## src/rtl/state_pkg.sv

```systemverilog
// rtl/state_pkg.sv - shared jump states and PS/2 scancode constants
package state_pkg;

    // Vertical motion phases of the player sprite
    typedef enum logic [1:0] {
        GROUND,
        RISE,
        FALL
    } jump_state_t;

    // Set-2 scancodes for the movement keys and the prefix bytes
    localparam logic [7:0] KEY_LEFT  = 8'h1C;
    localparam logic [7:0] KEY_RIGHT = 8'h23;
    localparam logic [7:0] KEY_JUMP  = 8'h29;
    localparam logic [7:0] SC_BREAK  = 8'hF0;
    localparam logic [7:0] SC_EXT    = 8'hE0;

endpackage

```

## src/rtl/ps2_key_tracker.sv

```systemverilog
// rtl/ps2_key_tracker.sv - make/break tracking of movement keys and jump request latch
module ps2_key_tracker
    import state_pkg::*;
(
    input  logic       clk,
    input  logic       rst,
    input  logic [7:0] key_code,
    input  logic       key_valid,
    input  logic       frame,
    output logic       left_held,
    output logic       right_held,
    output logic       jump_req
);

    logic brk_q;
    logic ext_q;
    logic left_q;
    logic right_q;
    logic space_q;
    logic jump_req_q;

    // Decode scancode stream; a jump set on the same edge as a frame clear wins
    always_ff @(posedge clk or posedge rst) begin
        if (rst) begin
            brk_q      <= 1'b0;
            ext_q      <= 1'b0;
            left_q     <= 1'b0;
            right_q    <= 1'b0;
            space_q    <= 1'b0;
            jump_req_q <= 1'b0;
        end else begin
            if (frame) begin
                jump_req_q <= 1'b0;
            end
            if (key_valid) begin
                if (key_code == SC_BREAK) begin
                    brk_q <= 1'b1;
                end else if (key_code == SC_EXT) begin
                    ext_q <= 1'b1;
                end else begin
                    // Extended keys (arrows etc.) share codes with A/D/space; drop them
                    if (!ext_q) begin
                        case (key_code)
                            KEY_LEFT:  left_q  <= !brk_q;
                            KEY_RIGHT: right_q <= !brk_q;
                            KEY_JUMP: begin
                                space_q <= !brk_q;
                                // Only a fresh press requests a jump; typematic repeats do not
                                if (!brk_q && !space_q) begin
                                    jump_req_q <= 1'b1;
                                end
                            end
                            default: ;
                        endcase
                    end
                    brk_q <= 1'b0;
                    ext_q <= 1'b0;
                end
            end
        end
    end

    assign left_held  = left_q;
    assign right_held = right_q;
    assign jump_req   = jump_req_q;

endmodule

```

## src/rtl/player_motion_sched.sv

```systemverilog
// rtl/player_motion_sched.sv - per-frame player position sequencer (walk + jump/gravity)
module player_motion_sched
    import state_pkg::*;
#(
    parameter logic [11:0] X_MIN    = 12'd0,
    parameter logic [11:0] X_MAX    = 12'd756,
    parameter logic [11:0] X_START  = 12'd378,
    parameter logic [11:0] Y_GROUND = 12'd600,
    parameter logic [11:0] STEP     = 12'd2,
    parameter logic [5:0]  JUMP_V0  = 6'd12
) (
    input  logic        clk,
    input  logic        rst,
    input  logic        v_tick,
    input  logic [7:0]  key_code,
    input  logic        key_valid,
    output logic [11:0] player_xpos,
    output logic [11:0] player_ypos,
    output logic        airborne
);

    logic        v_tick_q;
    logic        frame;
    logic        left_held;
    logic        right_held;
    logic        jump_req;

    logic [11:0] x_q;
    logic [11:0] x_d;
    logic [11:0] y_q;
    logic [5:0]  vel_q;
    jump_state_t state_q;

    // 13-bit intermediates so the clamps never see a wrapped sum
    logic [12:0] x_right_sum;
    logic [12:0] x_left_lim;
    logic [12:0] y_fall_sum;
    logic [11:0] vel_ext;
    logic [5:0]  vel_dec;

    ps2_key_tracker u_keys (
        .clk        (clk),
        .rst        (rst),
        .key_code   (key_code),
        .key_valid  (key_valid),
        .frame      (frame),
        .left_held  (left_held),
        .right_held (right_held),
        .jump_req   (jump_req)
    );

    // Remember previous v_tick level so a long-held tick yields a single frame pulse
    always_ff @(posedge clk or posedge rst) begin
        if (rst) begin
            v_tick_q <= 1'b0;
        end else begin
            v_tick_q <= v_tick;
        end
    end

    assign frame = v_tick & ~v_tick_q;

    assign x_right_sum = {1'b0, x_q} + {1'b0, STEP};
    assign x_left_lim  = {1'b0, X_MIN} + {1'b0, STEP};

    // Horizontal step: one direction moves with clamping, both or neither holds
    always_comb begin
        x_d = x_q;
        if (frame) begin
            if (right_held && !left_held) begin
                x_d = (x_right_sum > {1'b0, X_MAX}) ? X_MAX : x_right_sum[11:0];
            end else if (left_held && !right_held) begin
                x_d = ({1'b0, x_q} < x_left_lim) ? X_MIN : (x_q - STEP);
            end
        end
    end

    // Horizontal position register
    always_ff @(posedge clk or posedge rst) begin
        if (rst) begin
            x_q <= X_START;
        end else begin
            x_q <= x_d;
        end
    end

    assign vel_ext    = {6'd0, vel_q};
    assign vel_dec    = vel_q - 6'd1;
    assign y_fall_sum = {1'b0, y_q} + {1'b0, vel_ext};

    // Jump/gravity FSM: decelerating rise, accelerating fall capped at JUMP_V0
    always_ff @(posedge clk or posedge rst) begin
        if (rst) begin
            state_q <= GROUND;
            y_q     <= Y_GROUND;
            vel_q   <= 6'd0;
        end else if (frame) begin
            case (state_q)
                GROUND: begin
                    // Take-off frame only loads velocity; y moves from the next frame
                    if (jump_req) begin
                        vel_q   <= JUMP_V0;
                        state_q <= RISE;
                    end
                end
                RISE: begin
                    y_q <= (y_q < vel_ext) ? 12'd0 : (y_q - vel_ext);
                    if (vel_dec == 6'd0) begin
                        state_q <= FALL;
                        vel_q   <= 6'd1;
                    end else begin
                        vel_q   <= vel_dec;
                    end
                end
                FALL: begin
                    if (y_fall_sum >= {1'b0, Y_GROUND}) begin
                        y_q     <= Y_GROUND;
                        vel_q   <= 6'd0;
                        state_q <= GROUND;
                    end else begin
                        y_q   <= y_fall_sum[11:0];
                        vel_q <= (vel_q >= JUMP_V0) ? JUMP_V0 : (vel_q + 6'd1);
                    end
                end
                default: begin
                    state_q <= GROUND;
                end
            endcase
        end
    end

    assign player_xpos = x_q;
    assign player_ypos = y_q;
    assign airborne    = (state_q != GROUND);

endmodule

```

## config.mk

```make
export PLATFORM = sky130hd
export DESIGN_NAME = player_motion_sched
export DESIGN_NICKNAME = d
export VERILOG_FILES = /design/src/rtl/state_pkg.sv /design/src/rtl/ps2_key_tracker.sv /design/src/rtl/player_motion_sched.sv
export SDC_FILE = /design/constraint.sdc
export NUM_CORES = 1
export LEC_CHECK = 0
export BUFFER_PORTS_ARGS = -buffer_cell sky130_fd_sc_hd__buf_4
export CAP_MARGIN = 20
export CORE_MARGIN = 2
export CORE_UTILIZATION = 30
export CTS_BUF_LIST = sky130_fd_sc_hd__clkbuf_4
export CTS_CLUSTER_DIAMETER = 30
export DETAILED_ROUTE_END_ITERATION = 16
export SYNTH_ARGS = -nofsm -noshare
export SYNTH_HDL_FRONTEND = slang
export SYNTH_SLANG_ARGS = --single-unit
```

## constraint.sdc

```tcl
create_clock -name clk -period 5.39 [get_ports clk]
set_input_delay 1.078 -clock clk [delete_from_list [all_inputs] [get_ports clk]]
set_output_delay 1.078 -clock clk [all_outputs]
set_load 0.005 [all_outputs]
```

==> qor.txt <==
Critical Path AT = 3.88 ns
FF-to-FF Start = vel_q[2]
Number of global-route vias before repair = 3,119
Max-slew headroom = 0.3594
End of the critical path = state_q[0]
Resized cells post-CTS = 0
Reg clk slew, reported paths = 0.14 ns
Number of synthesized flops with an enable pin = 0
1st-pass router iterations = 8
Period utilization = 0.6727
R2r endpoint = state_q[0]
Multi-input gate area = 2344 um^2
Max FO, Critical Path = 15
Power Total = 0.001945 W
XOR/XNOR Fraction of Synth Area = 0.02738
DPL Wire Length = 6.900 mm
Syn Nets = 489
CTS tree = yes
Storage element area = 963.4 um^2
Most frequent cells in the layout = nor2_1, o21ai_0, buf_4
Final ANT Viol Nets = 0
Cells after Synth = 452
IO Port Bufs = 35
Setup ws final = 1.764 ns
Share of layout cells above drive strength 1 = 0.1398
Worst r2r path cells = 10
Skew-Pair Late Insertion Delay = 0.36 ns
#FFs+latches synth = 38
Critical path class = reg -> reg
Clock root buffer master = clkbuf_4
H-tree level count = 2
Core Box Area = 11,420 um^2
Vias = 3,455
First-pass GRT wire length = 15.39 mm
Post-synthesis mux area share = 0.008890
Row count = 39
Simple logic cell fraction of the synthesized area = 0.2539
Layout Skew = 0.006638 ns
Met3 usage = 0.01998
Final min period = 3.626 ns
Largest family of logic cells by synthesized area = compound AO/OA/AOI/OAI gates
WL/cell = 15.17 um
Total grt overflow = 0
Compound-cell area share of the yosys netlist = 0.2817
Buffer levels on the longest clock path = 2
Max-cap viol count = 0
Hold_ws = 0.4617 ns
Asr flop ratio synth = 1.000
Adder-Cell Fraction of Synth Area = 0.09317
Layout Utilization = 0.3483
F_max = 275.8 MHz
GR peak layer = met2
Max-slew violations = 0
Post-Route Setup TNS = 0 ns
PwrDens = 488.9 nW/um^2
Syn avg cell area = 7.784 um^2
Worst hold path type = reg -> reg
DRC viols = 0
Chip height = 112.3 um
Hold Violations, Final = 0
Crit path launch = vel_q[2]
Starting Density = 0.3081
DRT iter0 DRCs = 240
GP Congestion = 0.8463
Required time of the worst setup path = 5.64 ns
Post-CTS Repair Setup Buffers = 0
Clock Sinks = 38
Fill cells = 1,208
Layout area overhead = 13.05%
Area contributors post-synth = dfrtp_1, ha_1, dfstp_2
Worst slack, placed = 1.784 ns
Die X = 112.3 um
Seq/Total Area, Yosys = 0.2738
Startpoint Class = register
Initial antenna violation count = 1
Mapped Area = 3518 um^2
Routed wire length = 9.342 mm
Ys Warns = 0
Cell variety after synth = 71
Full die area = 12,610 um^2
Max IR drop VDD = 0.1598 mV
Vias per cell = 5.609
All-Layer GR Usage = 0.1463
Met1 Use GR = 0.2007
Post-synth top area share = 0.1991
Top_reg_cell synth = dfrtp_1
Final #Nets = 508
Maximum number of pins on one net before global-route repair = 39
Run status = finished clean
Unrepaired setup endpoints after global routing = no
Commonest non-fill, non-tap cell in the layout = nor2_1
Total CTS buffers = 5
Critical Path End Type = register
LEAKAGE = 1.551 nW
Met2 Resource Use GR = 0.2390
Number of hold buffers added after CTS = 0
R2r setup slk = 1.76 ns
Worst Max-Slew Pin Slew = 0.9573 ns
Biggest area consumer among synthesized cells = dfrtp_1
Setup-failing EPs final = 0
Io pins = 37
[layout make-up]
type | instances | share of cell area
multi-input cells | 361 | 0.5892
clock buffers | 5 | 0.009437
flip-flops and latches | 38 | 0.2422
clock inverters | 3 | 0.01730
well taps | 143 | 0.04498
diodes | 1 | 0.0006291
inverters | 28 | 0.02642
repair buffers | 37 | 0.06983
[power breakdown]
| group | internal, W | switching, W |
|---|---|---|
| Sequential | 0.000381 | 0.000176 |
| Combinational | 0.000489 | 0.000642 |
| Clock | 0.000145 | 0.000113 |
[critical path, cell delays in order, from the launching register on]
cell and delay (ns):
dfrtp_1 0.55, inv_1 0.15, ha_1 0.41, nor2b_1 0.19, a211oi_2 0.27, a221o_1 0.32, a31oi_1 0.16, or4_4 0.58
o211a_4 0.32, nor3_2 0.22, mux2_1 0.33
[logic make-up after synthesis]
family                     count (synthesis)
and+or+nand+nor                          172
xor gates and xnor gates                  11
muxes                                      3
DFF                                       38
adders and majority gates                 25
AOI/OAI and AO/OA                        149
other                                      1
buffers and inverters                     53
[flip-flops by register name (all words and copies together) (netlist names)]
name,cells
vel_q,6
v_tick_q,1
u_keys.jump_req,1
u_keys.ext_q,1
state_q,2
player_xpos,11
u_keys.brk_q,1
u_keys.space_q,1
player_ypos,12
u_keys.left_held,1
u_keys.right_held,1
[layer usage]
layer  vias to the layer above  wire length (um)
met5                         -                 0
met4                         0               169
met3                        13               462
met2                       114              4423
met1                      1611              4286
li1                       1717                 -
[synth_stat cells (4+ instances only)]
library cell	n
nand2_1	33
nand3_1	12
and4_1	4
and3_1	4
dfstp_2	10
or3_1	4
a32oi_1	5
nor2b_1	8
nor3_1	17
nand4_1	8
o31ai_1	7
o21ai_0	46
o211ai_1	4
ha_1	23
a21oi_1	32
clkbuf_1	21
nor2_1	48
a31oi_1	4
nand2b_1	6
dfrtp_1	28
nor3b_1	6
a211oi_1	6
inv_1	27
xnor2_1	9
[worst min path at each step]
stage	startpoint	end	slack [ns]	cells after the start
floorplan	u_keys.space_q	u_keys.jump_req	0.43	1
global placement	u_keys.space_q	u_keys.jump_req	0.44	1
detailed placement	u_keys.space_q	u_keys.jump_req	0.44	1
CTS	u_keys.space_q	u_keys.jump_req	0.46	1
global route	u_keys.space_q	u_keys.jump_req	0.49	1
finish	u_keys.space_q	u_keys.jump_req	0.46	1
[metrics by stage]
stage / cell area, um^2 / std cells
after floorplan: 3518 / 452
after global placement: 3869 / 607
after detailed placement: 3869 / 607
after CTS: 3975 / 615
after global routing: 3978 / 616
final: 3978 / 616
Power figures use the tool's default switching activity.
